**config.mk**
```make
export PLATFORM = sky130hd
export DESIGN_NAME = rti_write_arbiter
export DESIGN_NICKNAME = d
export VERILOG_FILES = /design/src/rtl/rti_write_arbiter.sv
export SDC_FILE = /design/constraint.sdc
export NUM_CORES = 1
export LEC_CHECK = 0
export CAP_MARGIN = 20
export CORE_AREA = 2 2 250 252
export CTS_CLUSTER_DIAMETER = 40
export DETAILED_ROUTE_END_ITERATION = 10
export DIE_AREA = 0 0 252 254
export HOLD_SLACK_MARGIN = 0.05
export PLACE_DENSITY = 0.74
export SETUP_SLACK_MARGIN = 0.15
export SYNTH_ARGS = -nofsm -noshare
export SYNTH_HDL_FRONTEND = slang
export SYNTH_SLANG_ARGS = --single-unit
```
**constraint.sdc**
```tcl
create_clock -name clk -period 7.98 [get_ports clk]
set_input_delay 1.197 -clock clk [delete_from_list [all_inputs] [get_ports clk]]
set_output_delay 1.197 -clock clk [all_outputs]
set_load 0.02 [all_outputs]
```
**src/rtl/rti_write_arbiter.sv**
```systemverilog
// rti_write_arbiter: shares the RTI_Core FIFO write port between NUM_CH edge-counter channels.
//   clk, reset      : system clock, synchronous active-high reset
//   flush           : synchronous clear of pending entries, drop state and write strobe
//   ch_write/ch_data: per-channel one-cycle write pulse and packed payloads
//   fifo_full       : RTI FIFO full flag
//   fifo_write/din  : registered write strobe and {channel ID, payload}
//   pending         : per-channel holding register occupied
//   overflow        : sticky per-channel drop flag
//   drop_count      : saturating total of dropped words
module rti_write_arbiter #(
  parameter int NUM_CH = 4,
  parameter int CH_WIDTH = 120,
  parameter int ID_WIDTH = 8,
  parameter int DROP_CNT_WIDTH = 16
) (
  input  logic                         clk,
  input  logic                         reset,
  input  logic                         flush,
  input  logic [NUM_CH-1:0]            ch_write,
  input  logic [NUM_CH*CH_WIDTH-1:0]   ch_data,
  input  logic                         fifo_full,
  output logic                         fifo_write,
  output logic [ID_WIDTH+CH_WIDTH-1:0] fifo_din,
  output logic [NUM_CH-1:0]            pending,
  output logic [NUM_CH-1:0]            overflow,
  output logic [DROP_CNT_WIDTH-1:0]    drop_count
);
  localparam int PTR_W = $clog2(NUM_CH);
  localparam int CW = DROP_CNT_WIDTH + 9;
  logic [CH_WIDTH-1:0] hold [NUM_CH];
  logic [PTR_W-1:0] rr_ptr, gnt_idx;
  logic gnt_any, gnt;
  logic [NUM_CH-1:0] gnt_vec, cap, drop;
  logic [CW-1:0] drop_sum;
  logic [DROP_CNT_WIDTH-1:0] drop_next;
  function automatic logic [PTR_W-1:0] wrap(input int s);
    return PTR_W'(s >= NUM_CH ? s - NUM_CH : s);
  endfunction
  // Scan from farthest to nearest so the channel closest after rr_ptr is the last (winning) assignment.
  always_comb begin
    gnt_any = 1'b0;
    gnt_idx = '0;
    for (int k = NUM_CH; k >= 1; k--)
      if (pending[wrap(int'(rr_ptr) + k)]) begin
        gnt_any = 1'b1;
        gnt_idx = wrap(int'(rr_ptr) + k);
      end
  end
  // Blocking on fifo_write keeps writes one apart so the registered strobe tolerates a one-cycle-stale full flag.
  assign gnt = gnt_any && !fifo_full && !fifo_write;
  assign gnt_vec = gnt ? NUM_CH'(1) << gnt_idx : '0;
  assign cap = ch_write & (~pending | gnt_vec);
  assign drop = ch_write & pending & ~gnt_vec;
  always_comb begin
    drop_sum = CW'(drop_count);
    for (int i = 0; i < NUM_CH; i++) drop_sum = drop_sum + CW'(drop[i]);
  end
  assign drop_next = drop_sum > CW'({DROP_CNT_WIDTH{1'b1}}) ? {DROP_CNT_WIDTH{1'b1}} : drop_sum[DROP_CNT_WIDTH-1:0];
  always_ff @(posedge clk)
    for (int i = 0; i < NUM_CH; i++)
      if (!reset && !flush && cap[i]) hold[i] <= ch_data[i*CH_WIDTH +: CH_WIDTH];
  always_ff @(posedge clk) begin
    if (reset) begin
      fifo_write <= 1'b0;
      fifo_din <= '0;
      pending <= '0;
      overflow <= '0;
      drop_count <= '0;
      rr_ptr <= PTR_W'(NUM_CH - 1);
    end else if (flush) begin
      fifo_write <= 1'b0;
      fifo_din <= '0;
      pending <= '0;
      overflow <= '0;
      drop_count <= '0;
    end else begin
      fifo_write <= gnt;
      if (gnt) begin
        fifo_din <= {ID_WIDTH'(gnt_idx), hold[gnt_idx]};
        rr_ptr <= gnt_idx;
      end
      pending <= (pending & ~gnt_vec) | cap;
      overflow <= overflow | drop;
      drop_count <= drop_next;
    end
  end
endmodule
```
Word-level counts from Yosys, hierarchy flattened
Memories as Yosys holds them, arrays and structs flattened. A register that Yosys moved wholly into a read port is not among the register bits.
Cells that the tools add are included.

operators by class
  shift operators = 1
  add/sub/neg operators = 12
  bitwise logic cells = 10
  mux-type cells = 30
  reduce and logical (&&, ||, !) cells = 13
  $lt $le $gt $ge = 9

operators with widths
  operator              count
  $add 19x1->20         1
  $gt 20x16->1 const B  1
  $add 18x1->19         1
  $add 17x1->18         1
  $add 16x1->17         1
  $and 4x4->4           4
  $mux 1                16
  $mux 16               1
  $mux 2                8
  $lt 2x3->1 const B    4
  $or 4x4->4            3
  $ge 3x3->1 const B    3
  $bmux 1 s2            4
  $not 4->4             2
  $sub 2x1->2 const B   4
  $logic_and 1x1->1     7
  $add 2x2->3 const B   2
  $add 2x3->4 const B   1
  $ge 4x3->1 const B    1
  $logic_not 1->1       4
  $mux 4                1
  $shl 1x2->4 const A   1
  $add 2x1->3 const B   1
  $reduce_and 2->1      1
  other kinds (2)       2

word-level totals
  bits in registers = 149
  memories = 1
  input bits = 488
  bits in writable memories = 480
  output and inout bits = 153
  word-level logic and storage cells = 82

memory list
  memory  words  bits a word  rd ports  clocked after memory_dff  write ports  line  text
  hold    4      120          1         1                         4            30    logic [CH_WIDTH-1:0] hold [NUM_CH];

Longest topological paths before layout
  depth after elaboration = 20
  depth in mapped cells = 18
  mapped depth without buffers = 14

Least setup slack after synthesis
No wires, ideal clock.

  path kind = in2reg
  from = in fifo_full
  to = mem hold[0][0], enable pin
  setup slack = 0.074 ns
  buffers on the path = 1
  data arrival time = 7.291 ns
  required time = 7.365 ns
  stages on the path = 6
  library setup time = 0.615 ns
  cells stage by stage = nor2_1 > nand2_1 > buf_4 > nor2_2 > a21boi_1 > nor2b_1

RTL lines
  item             line  text
  start, declared  21    input logic fifo_full,
  end, declared    30

Final worst setup path
  from = reg pending[3]
  to = reg drop_count[13]

on the way
  cells in the longest elaborated chain, start to end = 17
  elaborated cells between the ends (all ways) = 29
  classes of those cells = 4 x add/sub; 1 x order compare; 1 x shift; 18 x mux; 3 x bitwise; 2 x reduce/logical

RTL lines
  item                            line  text
  start, declared                 24    output logic [NUM_CH-1:0] pending,
  start signal, assigned          82    pending <= (pending & ~gnt_vec) | cap;
  $bmux 1 s2                      44    if (pending[wrap(int'(rr_ptr) + k)]) begin
  $mux 1 (not written as such)    44
  $mux 1 (4 in a row)             44
  $logic_and 1x1->1 (2 in a row)  50    assign gnt = gnt_any && !fifo_full && !fifo_write;
  $mux 4                          51    assign gnt_vec = gnt ? NUM_CH'(1) << gnt_idx : '0;
  $not 4->4                       53    assign drop = ch_write & pending & ~gnt_vec;
  $and 4x4->4 (*)                 53
  $add 16x1->17                   56    for (int i = 0; i < NUM_CH; i++) drop_sum = drop_sum + CW'(drop[i]);
  $add 17x1->18                   56
  $add 18x1->19                   56
  $add 19x1->20 (*)               56
  $gt 20x16->1                    58    assign drop_next = drop_sum > CW'({DROP_CNT_WIDTH{1'b1}}) ? {DROP_CNT_WIDTH{1'b1}} : drop_sum[DROP_CNT_WIDTH-1 ...
  $mux 16 (*)                     58
  end signal, assigned            84    drop_count <= drop_next;
  end, declared                   26    output logic [DROP_CNT_WIDTH-1:0] drop_count

Mark *: on every way between the ends. The rest lies on a longest branch, timed or not. The select of a mux whose other input is x is not followed.
A chain may end at the register's enable or synchronous reset.

==> results.ini <==
[power_and_ir_drop]
p_seq_frac=0.419
clockPowerShare=0.501
p_sw_uw=2040
leakagePower_uw=0.0113
swShare=0.232
pwr-share-comb=0.080
power.ir.vdd_worst_uv=159
power_density_mw_per_mm2=260
internal_power_uw=6740

[hold_path]
hold_path_class=reg -> reg
min_delay_path_depth=1
min_from=hold[3][46]
hold_end=fifo_din[46]

[cts]
postCtsHoldBufs=0
root_buffer=clkbuf_16
cts_tree=yes
post_cts_resized=0
clk_latency_ps=650
cts.clk_slew.worst_paths_ps=60
cts_made_buffers=97
cts_num_sinks=629
post_cts.repair.setup_buffers=0
clockBufferDepth=3
htreeDepth=3

[setup_path]
crit_required_ps=8530
cp_max_fo=40
start_kind=flip-flop
path_class=reg -> reg
worstSetupEndpointType=flip-flop
r2r.worst_path.cells=14
r2r-start=pending[3]
worstPathArrival_ps=5590
r2r_slack_ps=2940
reg2reg_to=drop_count[13]

[logic_synthesis]
synth-async-reset-ratio=0
yosysTopAreaCell=edfxtp_1
synth_edf_count=480
avgSynthCellArea_sq_um=15.6
synth.cell_area_sq_mm=0.0232
synth_seq_area_share=0.749
synthCells=1485
synthTopCellsByArea=edfxtp_1, dfxtp_1, mux2_2, a221o_1, mux2i_1
synth_flop_cell=edfxtp_1
synth.distinct_cells=60
ys_warn_count=0
ys_seq_elements=629
synth_top_area_frac=0.620

[routing]
first_pass_iters=7
drt-initial-drc-count=1284
via_per_inst=5.29
post-route-drc-count=0
wire_per_inst_um=24.4
num_vias=15990
wl_mm=73.8
postRouteAntennaNets=0

[timing]
fin_crit_ps=5040
post-route-period-util=0.631
worst_slew_pin_slew_ps=1120
setup_tns_ps=0
whs_ps=460
fmax_mhz=199
skew_ps=46.1
slew_headroom=0.256
finalHoldViolations=0
drv_slew=0
rsz0062_at_grt=no
setup_violations=0

[final_layout]
final_area_sq_mm=0.0338
nFillCells=4848
fin_cells=3025
layout_commonest_cell=clkdlybuf4s50_1
layout-drive-gt1-share=0.124
area_delta_synth_final_pct=45.3
regArea_sq_mm=0.0174
multiInputGateArea_sq_mm=0.00531
nNetsFinal=2626
final_cell_mix=clkdlybuf4s50_1, edfxtp_1, dfxtp_1

[die]
start_util=0.379
fp.dieW_um=252
core_sq_mm=0.0613
dieArea_sq_mm=0.0640
die_h_um=254
std_cell_rows=91
num_io_pins=641

[global_routing]
grt.busiest_layer=met2
grt_antenna_before_repair=18
use_met2=0.367
use_met3=0.0499
grt.overflow.total=0
grt_first_pass_wirelength_mm=104
grt_max_degree=108
grt_usage=0.221
grt_pass1_vias=16436
use_met1=0.269

[placed_design]
dpl_cell_area_sq_mm=0.0303
dp.cells=2825
place.detailed.hpwl_mm=48.8
routabilityCongestion=0.883
io_buffers=634

[run_status]
status=finished, final reports clean

[flow_run]
maxCapViolCount=0

==> worst max path at each step <==
stage,from,slack (ps),endpoint,depth (start not counted)
2_1_floorplan,fifo_full,380,hold[1][0],5
3_3_place_gp,fifo_full,2570,drop_count[13],16
3_5_place_dp,fifo_full,2500,drop_count[13],16
4_1_cts,pending[3],2970,drop_count[13],14
5_1_grt,pending[3],2680,drop_count[13],14
6_report,pending[3],2940,drop_count[13],14
==> worst max-delay path, cell delays in order, from the launching register on <==
cell and delay, ps:
dfxtp_1 410, and2b_1 280, o21ai_4 270, and3_2 830, a21boi_1 310, and2_1 270
fa_1 480, inv_1 50, fa_1 420, inv_1 90, fa_1 250, and4_1 360
nand3_1 410, and4_1 380, nor3_1 120
==> layer usage <==
metal	part of all wire	up-vias
met1	0.38	7867
met4	0.042	2
met2	0.50	823
met3	0.082	188
met5	0.00015	-
li1	-	7110
==> per-stage QoR <==
| step | util | total power, uW | setup WS (ps) |
|---|---|---|---|
| finish | 0.551 | 8780 | 2940 |
| detailed placement | 0.494 | 4440 | 2500 |
| global placement | 0.494 | 4430 | 2570 |
| global route | 0.551 | 9030 | 2680 |
| CTS | 0.551 | 8840 | 2970 |
| floorplan | - | 4040 | 375 |
==> final cells by class <==
cell class	instances	share of cell area
repair buffers	653	0.193
diodes	18	0.00133
well taps	790	0.0293
clock inverters	71	0.0270
flip-flops and latches	629	0.515
multi-input cells	741	0.157
clock buffers	111	0.0758
inverters	12	0.00133
==> cell usage after synthesis, drive strengths merged, types with 13 or more instances <==
library cell  count
dfxtp           149
a31oi            13
mux2i            51
a21oi            77
nand3           102
a211oi           55
o21ai            35
o31ai            28
a221oi           25
nand2            85
nor2b            59
buf              65
a221o            59
edfxtp          480
mux2             66
clkbuf           43
==> flip-flops by register name, indices dropped and copies added (netlist names) <==
signal,count
hold,480
fifo_din,122
drop_count,16
overflow,4
pending,4
rr_ptr,2
fifo_write,1
==> power by group through the flow <==
stage	registers, uW	logic (uW)	clock network [uW]
after floorplan	3760	277	0
after global placement	3730	694	0
after detailed placement	3740	707	0
after CTS	3670	711	4460
after global routing	3680	745	4610
final	3670	705	4400
==> logic make-up after synthesis <==
group | after synthesis | synth area share
other | 1 | 0.000161
AND/OR/NAND/NOR | 293 | 0.0651
multiplexers | 117 | 0.0539
XOR/XNOR | 8 | 0.00302
buffers and inverters | 120 | 0.0264
AO/OA/AOI/OAI | 313 | 0.0996
flip-flops | 629 | 0.749
adder cells (fa/ha/maj) | 4 | 0.00312
(Power assumes the default switching activity.)
